[src/rtl/palette_arbiter.sv]
// palette_arbiter: two-port round-robin arbiter in front of a shared
// 13-entry palette ROM, followed by a 2-stage lookup pipeline that returns
// tagged RGB, a transparency flag and a sticky out-of-range error.
module palette_arbiter (
    input  logic        i_clk,
    input  logic        i_rst,
    input  logic        i_enable,
    input  logic        i_a_valid,
    input  logic [3:0]  i_a_index,
    output logic        o_a_ready,
    input  logic        i_b_valid,
    input  logic [3:0]  i_b_index,
    output logic        o_b_ready,
    output logic [3:0]  o_rom_addr,
    input  logic [23:0] i_rom_data,
    output logic        o_a_resp_valid,
    output logic        o_b_resp_valid,
    output logic [23:0] o_resp_color,
    output logic        o_resp_transparent,
    output logic        o_err_oob,
    input  logic        i_err_clear
);

    localparam int unsigned IDX_W             = 4;
    localparam int unsigned COLOR_W           = 24;
    localparam int unsigned NUM_ENTRIES       = 13;
    localparam int unsigned TRANSPARENT_INDEX = 0;

    typedef enum logic {
        TAG_A = 1'b0,
        TAG_B = 1'b1
    } tag_e;

    tag_e             r_rr_ptr;
    logic             r_s1_valid;
    tag_e             r_s1_tag;
    logic [IDX_W-1:0] r_s1_index;

    logic             w_grant_a;
    logic             w_grant_b;
    logic             w_grant;
    tag_e             w_grant_tag;
    logic [IDX_W-1:0] w_grant_index;
    logic             w_s1_oob;

    // Grant selection: single requester wins outright, ties follow rr_ptr.
    always_comb begin
        w_grant_a = 1'b0;
        w_grant_b = 1'b0;
        if (i_enable) begin
            if (i_a_valid && i_b_valid) begin
                w_grant_a = (r_rr_ptr == TAG_A);
                w_grant_b = (r_rr_ptr == TAG_B);
            end else begin
                w_grant_a = i_a_valid;
                w_grant_b = i_b_valid;
            end
        end
    end

    assign o_a_ready     = w_grant_a;
    assign o_b_ready     = w_grant_b;
    assign w_grant       = w_grant_a | w_grant_b;
    assign w_grant_tag   = w_grant_b ? TAG_B : TAG_A;
    assign w_grant_index = w_grant_b ? i_b_index : i_a_index;
    assign w_s1_oob      = (r_s1_index >= IDX_W'(NUM_ENTRIES));

    // Round-robin pointer: always points at the port that did not win.
    always_ff @(posedge i_clk or posedge i_rst) begin
        if (i_rst) begin
            r_rr_ptr <= TAG_A;
        end else if (w_grant_a) begin
            r_rr_ptr <= TAG_B;
        end else if (w_grant_b) begin
            r_rr_ptr <= TAG_A;
        end
    end

    // Stage 1: capture the granted request; its index addresses the ROM.
    always_ff @(posedge i_clk or posedge i_rst) begin
        if (i_rst) begin
            r_s1_valid <= 1'b0;
            r_s1_tag   <= TAG_A;
            r_s1_index <= '0;
        end else begin
            r_s1_valid <= w_grant;
            if (w_grant) begin
                r_s1_tag   <= w_grant_tag;
                r_s1_index <= w_grant_index;
            end
        end
    end

    assign o_rom_addr = r_s1_index;

    // Stage 2: register ROM data, masking out-of-range entries to black.
    always_ff @(posedge i_clk or posedge i_rst) begin
        if (i_rst) begin
            o_a_resp_valid     <= 1'b0;
            o_b_resp_valid     <= 1'b0;
            o_resp_color       <= '0;
            o_resp_transparent <= 1'b0;
        end else begin
            o_a_resp_valid     <= r_s1_valid && (r_s1_tag == TAG_A);
            o_b_resp_valid     <= r_s1_valid && (r_s1_tag == TAG_B);
            o_resp_color       <= w_s1_oob ? COLOR_W'(0) : i_rom_data;
            o_resp_transparent <= (r_s1_index == IDX_W'(TRANSPARENT_INDEX));
        end
    end

    // Sticky out-of-range flag; a new error beats a simultaneous clear.
    always_ff @(posedge i_clk or posedge i_rst) begin
        if (i_rst) begin
            o_err_oob <= 1'b0;
        end else if (r_s1_valid && w_s1_oob) begin
            o_err_oob <= 1'b1;
        end else if (i_err_clear) begin
            o_err_oob <= 1'b0;
        end
    end

endmodule

[config.mk]
export PLATFORM = sky130hd
export DESIGN_NAME = palette_arbiter
export DESIGN_NICKNAME = d
export VERILOG_FILES = /design/src/rtl/palette_arbiter.sv
export SDC_FILE = /design/constraint.sdc
export NUM_CORES = 1
export LEC_CHECK = 0
export CORE_MARGIN = 2
export CORE_UTILIZATION = 40
export DETAILED_ROUTE_END_ITERATION = 8
export GPL_ROUTABILITY_DRIVEN = 0
export PLACE_DENSITY = 0.87
export SKIP_LAST_GASP = 1
export SYNTH_ARGS = -nofsm -noshare
export SYNTH_HDL_FRONTEND = slang
export SYNTH_SLANG_ARGS = --single-unit
[constraint.sdc]
create_clock -name i_clk -period 2.55 [get_ports i_clk]
set_clock_uncertainty 0.15 [all_clocks]
set_input_delay 0.51 -clock i_clk [delete_from_list [all_inputs] [get_ports i_clk]]
set_output_delay 0.51 -clock i_clk [all_outputs]
set_load 0.1 [all_outputs]
==> impl_metrics.json <==
{
  "synth-xor-area-share_pct": 0,
  "drive_above_1_share_pct": 26.9,
  "final_util_pct": 66.1,
  "p_leak_nw": 0.933,
  "grt_max_degree": 36,
  "ctsResizeCount": 0,
  "cp.required_ns": 1.89,
  "grt_pass1_vias": 922,
  "syn_avg_cell_area_sq_um": 12.7,
  "synth.mux.area_fraction_pct": 0,
  "tns_ns": 0,
  "fin_cells": 208,
  "die_area_sq_um": 3540,
  "hold_viol_final": 0,
  "pin_count": 72,
  "finalNetCount": 212,
  "core_area_sq_um": 3000,
  "dpl_cell_area_sq_um": 1930,
  "wire_per_inst_um": 12.5,
  "fin_crit_sh_pct": 89.0,
  "yosysSeqAreaShare_pct": 71.0,
  "drt_wl_total_mm": 2.61,
  "power_density_nw_per_um2": 845,
  "finalMaxSlewViolations": 0,
  "yosysUniqueCellTypes": 17,
  "fp.dieH_um": 59.5,
  "clock-sinks": 35,
  "vias": 971,
  "netlist_area_sq_um": 1230,
  "port_buffers": 71,
  "finish.instance_area_sq_um": 1980,
  "synth_fa_ha_area_share_pct": 0,
  "hold_path.class": "reg -> reg",
  "fill_cells": 232,
  "status": "complete, no violations",
  "cts_buffer_depth": 2,
  "via_per_inst": 4.67,
  "ir_drop_mv": 0.318,
  "drt_iter0_markers": 39,
  "ant_nets": 0,
  "power.total_mw": 1.68,
  "worstSkewPairLatency_ns": 0.33,
  "worstPathCellList": "clkdlybuf4s50_1, nand2_1, nor2_2, buf_12",
  "root_buffer": "clkbuf_4",
  "gr-usage-all-layers_pct": 15.5,
  "holdBufCountCts": 0,
  "period_minus_slack_ns": 2.27,
  "drtPass1Iterations": 3,
  "grt_antenna_before_repair": 0,
  "grt_first_pass_wirelength_mm": 3.94,
  "dp.final_hpwl_mm": 1.96,
  "yosys_warnings": 0,
  "n_antenna_cell": 0,
  "tightest_slew_ns": 0.424,
  "syn_nets": 135,
  "cp-end-kind": "output pin",
  "synth_seq_cells": 35,
  "synth_top_family_by_area": "simple AND/OR/NAND/NOR gates",
  "fp.dieW_um": 59.5,
  "startpoint_type": "primary input",
  "htreeDepth": 2,
  "slowest_stage": "clkdlybuf4s50_1",
  "cts_buffers": 5,
  "synthSimpleGateAreaFrac_pct": 18.8,
  "cap_violations": 0,
  "path_clk_slew_ns": 0.09,
  "syn_inst": 97,
  "initial_core_util_pct": 41.1,
  "placed_cells": 200,
  "max_stage_delay_ns": 0.52,
  "synth-compound-area-share_pct": 6.90,
  "cts_tree": "done",
  "crit_arrival_ns": 1.61,
  "setup.worst_path.class": "in -> out",
  "synthToLayoutAreaGrowth_pct": 60.9,
  "grt_setup_unrepaired": "false",
  "slew_headroom_pct": 71.8,
  "fmax_mhz": 440,
  "setup_viol": 0,
  "num_rows": 20,
  "post-cts-setup-buffer-count": 0,
  "grt-ovfl-total": 0,
  "cp_max_fo": 10,
  "drc_errors": 0
}
==> worst max-delay path, delay by kind of cell <==
family / cells / cell delay, ns
buffers and inverters: 2 / 0.71
and+or+nand+nor: 2 / 0.39
==> cells by family after synthesis <==
logic type / after synthesis
AOI/OAI and AO/OA: 14
buffers and inverters: 9
DFF: 35
and+or+nand+nor: 39
==> cell usage in the layout (no fill, tap or decap), types with 4 or more instances in the layout <==
cell type	count
or3b_1	4
inv_1	5
and2_1	24
buf_4	35
o21ai_0	4
a31oi_1	4
nor2_1	6
clkbuf_4	5
clkdlybuf4s50_1	37
dfrtp_1	35
==> worst paths after layout <==
kind                                start               end  slack (ns)  cells past startpoint
worst min-delay path             r_s1_tag    o_a_resp_valid        0.28                      1
worst min register to register   r_s1_tag    o_a_resp_valid        0.28                      1
worst max register to register   r_rr_ptr     o_rom_addr[1]        1.15                      4
max in group asynchronous           i_rst  o_resp_color[10]        1.54                      3
worst max-delay path            i_b_valid         o_b_ready        0.28                      4
min in group asynchronous           i_rst  o_resp_color[23]        0.40                      3
==> where the power goes <==
part	leakage [nW]	internal, mW	total, mW	switching, mW
combinational	0.466	0.180	0.755	0.575
clock	0.0347	0.102	0.274	0.171
sequential	0.432	0.621	0.648	0.0275
==> synthesized netlist by cell type <==
cell type  instances  share of area (%)
a21oi_1            1               0.41
a31oi_1            4                2.0
and2_1            24                 12
buf_6              1               0.91
clkbuf_1           3               0.91
dfrtp_1           35                 71
inv_1              5                1.5
nand2_1            2               0.61
nor2_1             7                2.1
nor2b_1            1               0.51
nor4_1             1               0.51
o211ai_1           1               0.61
o21a_1             1               0.61
o21ai_0            4                1.6
o21bai_1           1               0.61
o22ai_1            2                1.0
or3b_1             4                2.8
==> metrics by stage <==
step / hold WS, ns / setup slack (ns)
3_3_place_gp: 0.264 / 0.298
2_1_floorplan: 0.253 / 0.358
5_1_grt: 0.318 / 0.177
6_report: 0.283 / 0.280
3_5_place_dp: 0.269 / 0.263
4_1_cts: 0.284 / 0.264
==> routing by layer <==
| layer | up-vias | GRT usage, % | routed length, um |
|---|---|---|---|
| li1 | 465 | - | - |
| met1 | 448 | 17.7 | 1040 |
| met2 | 52 | 24.8 | 1210 |
| met3 | 6 | 6.77 | 292 |
| met4 | 0 | 7.62 | 60 |
| met5 | - | 0 | 0 |
==> sequential cells by signal (all words and copies together), names as in the netlist <==
register            flops
r_s1_tag                1
r_s1_valid              1
r_rr_ptr                1
o_b_resp_valid          1
o_resp_transparent      1
o_rom_addr              4
o_resp_color           24
o_err_oob               1
o_a_resp_valid          1
==> final cells by class <==
class | count | area (sq um) | share of cell area [%]
inverter | 5 | 18.8 | 0.946
multi-input combinational | 53 | 323 | 16.3
sequential | 35 | 876 | 44.1
tap | 33 | 41.3 | 2.08
timing repair buffer | 74 | 673 | 33.9
clock inverter | 3 | 15.0 | 0.757
clock buffer | 5 | 37.5 | 1.89
Note: power is estimated with default switching activity, not from simulation.
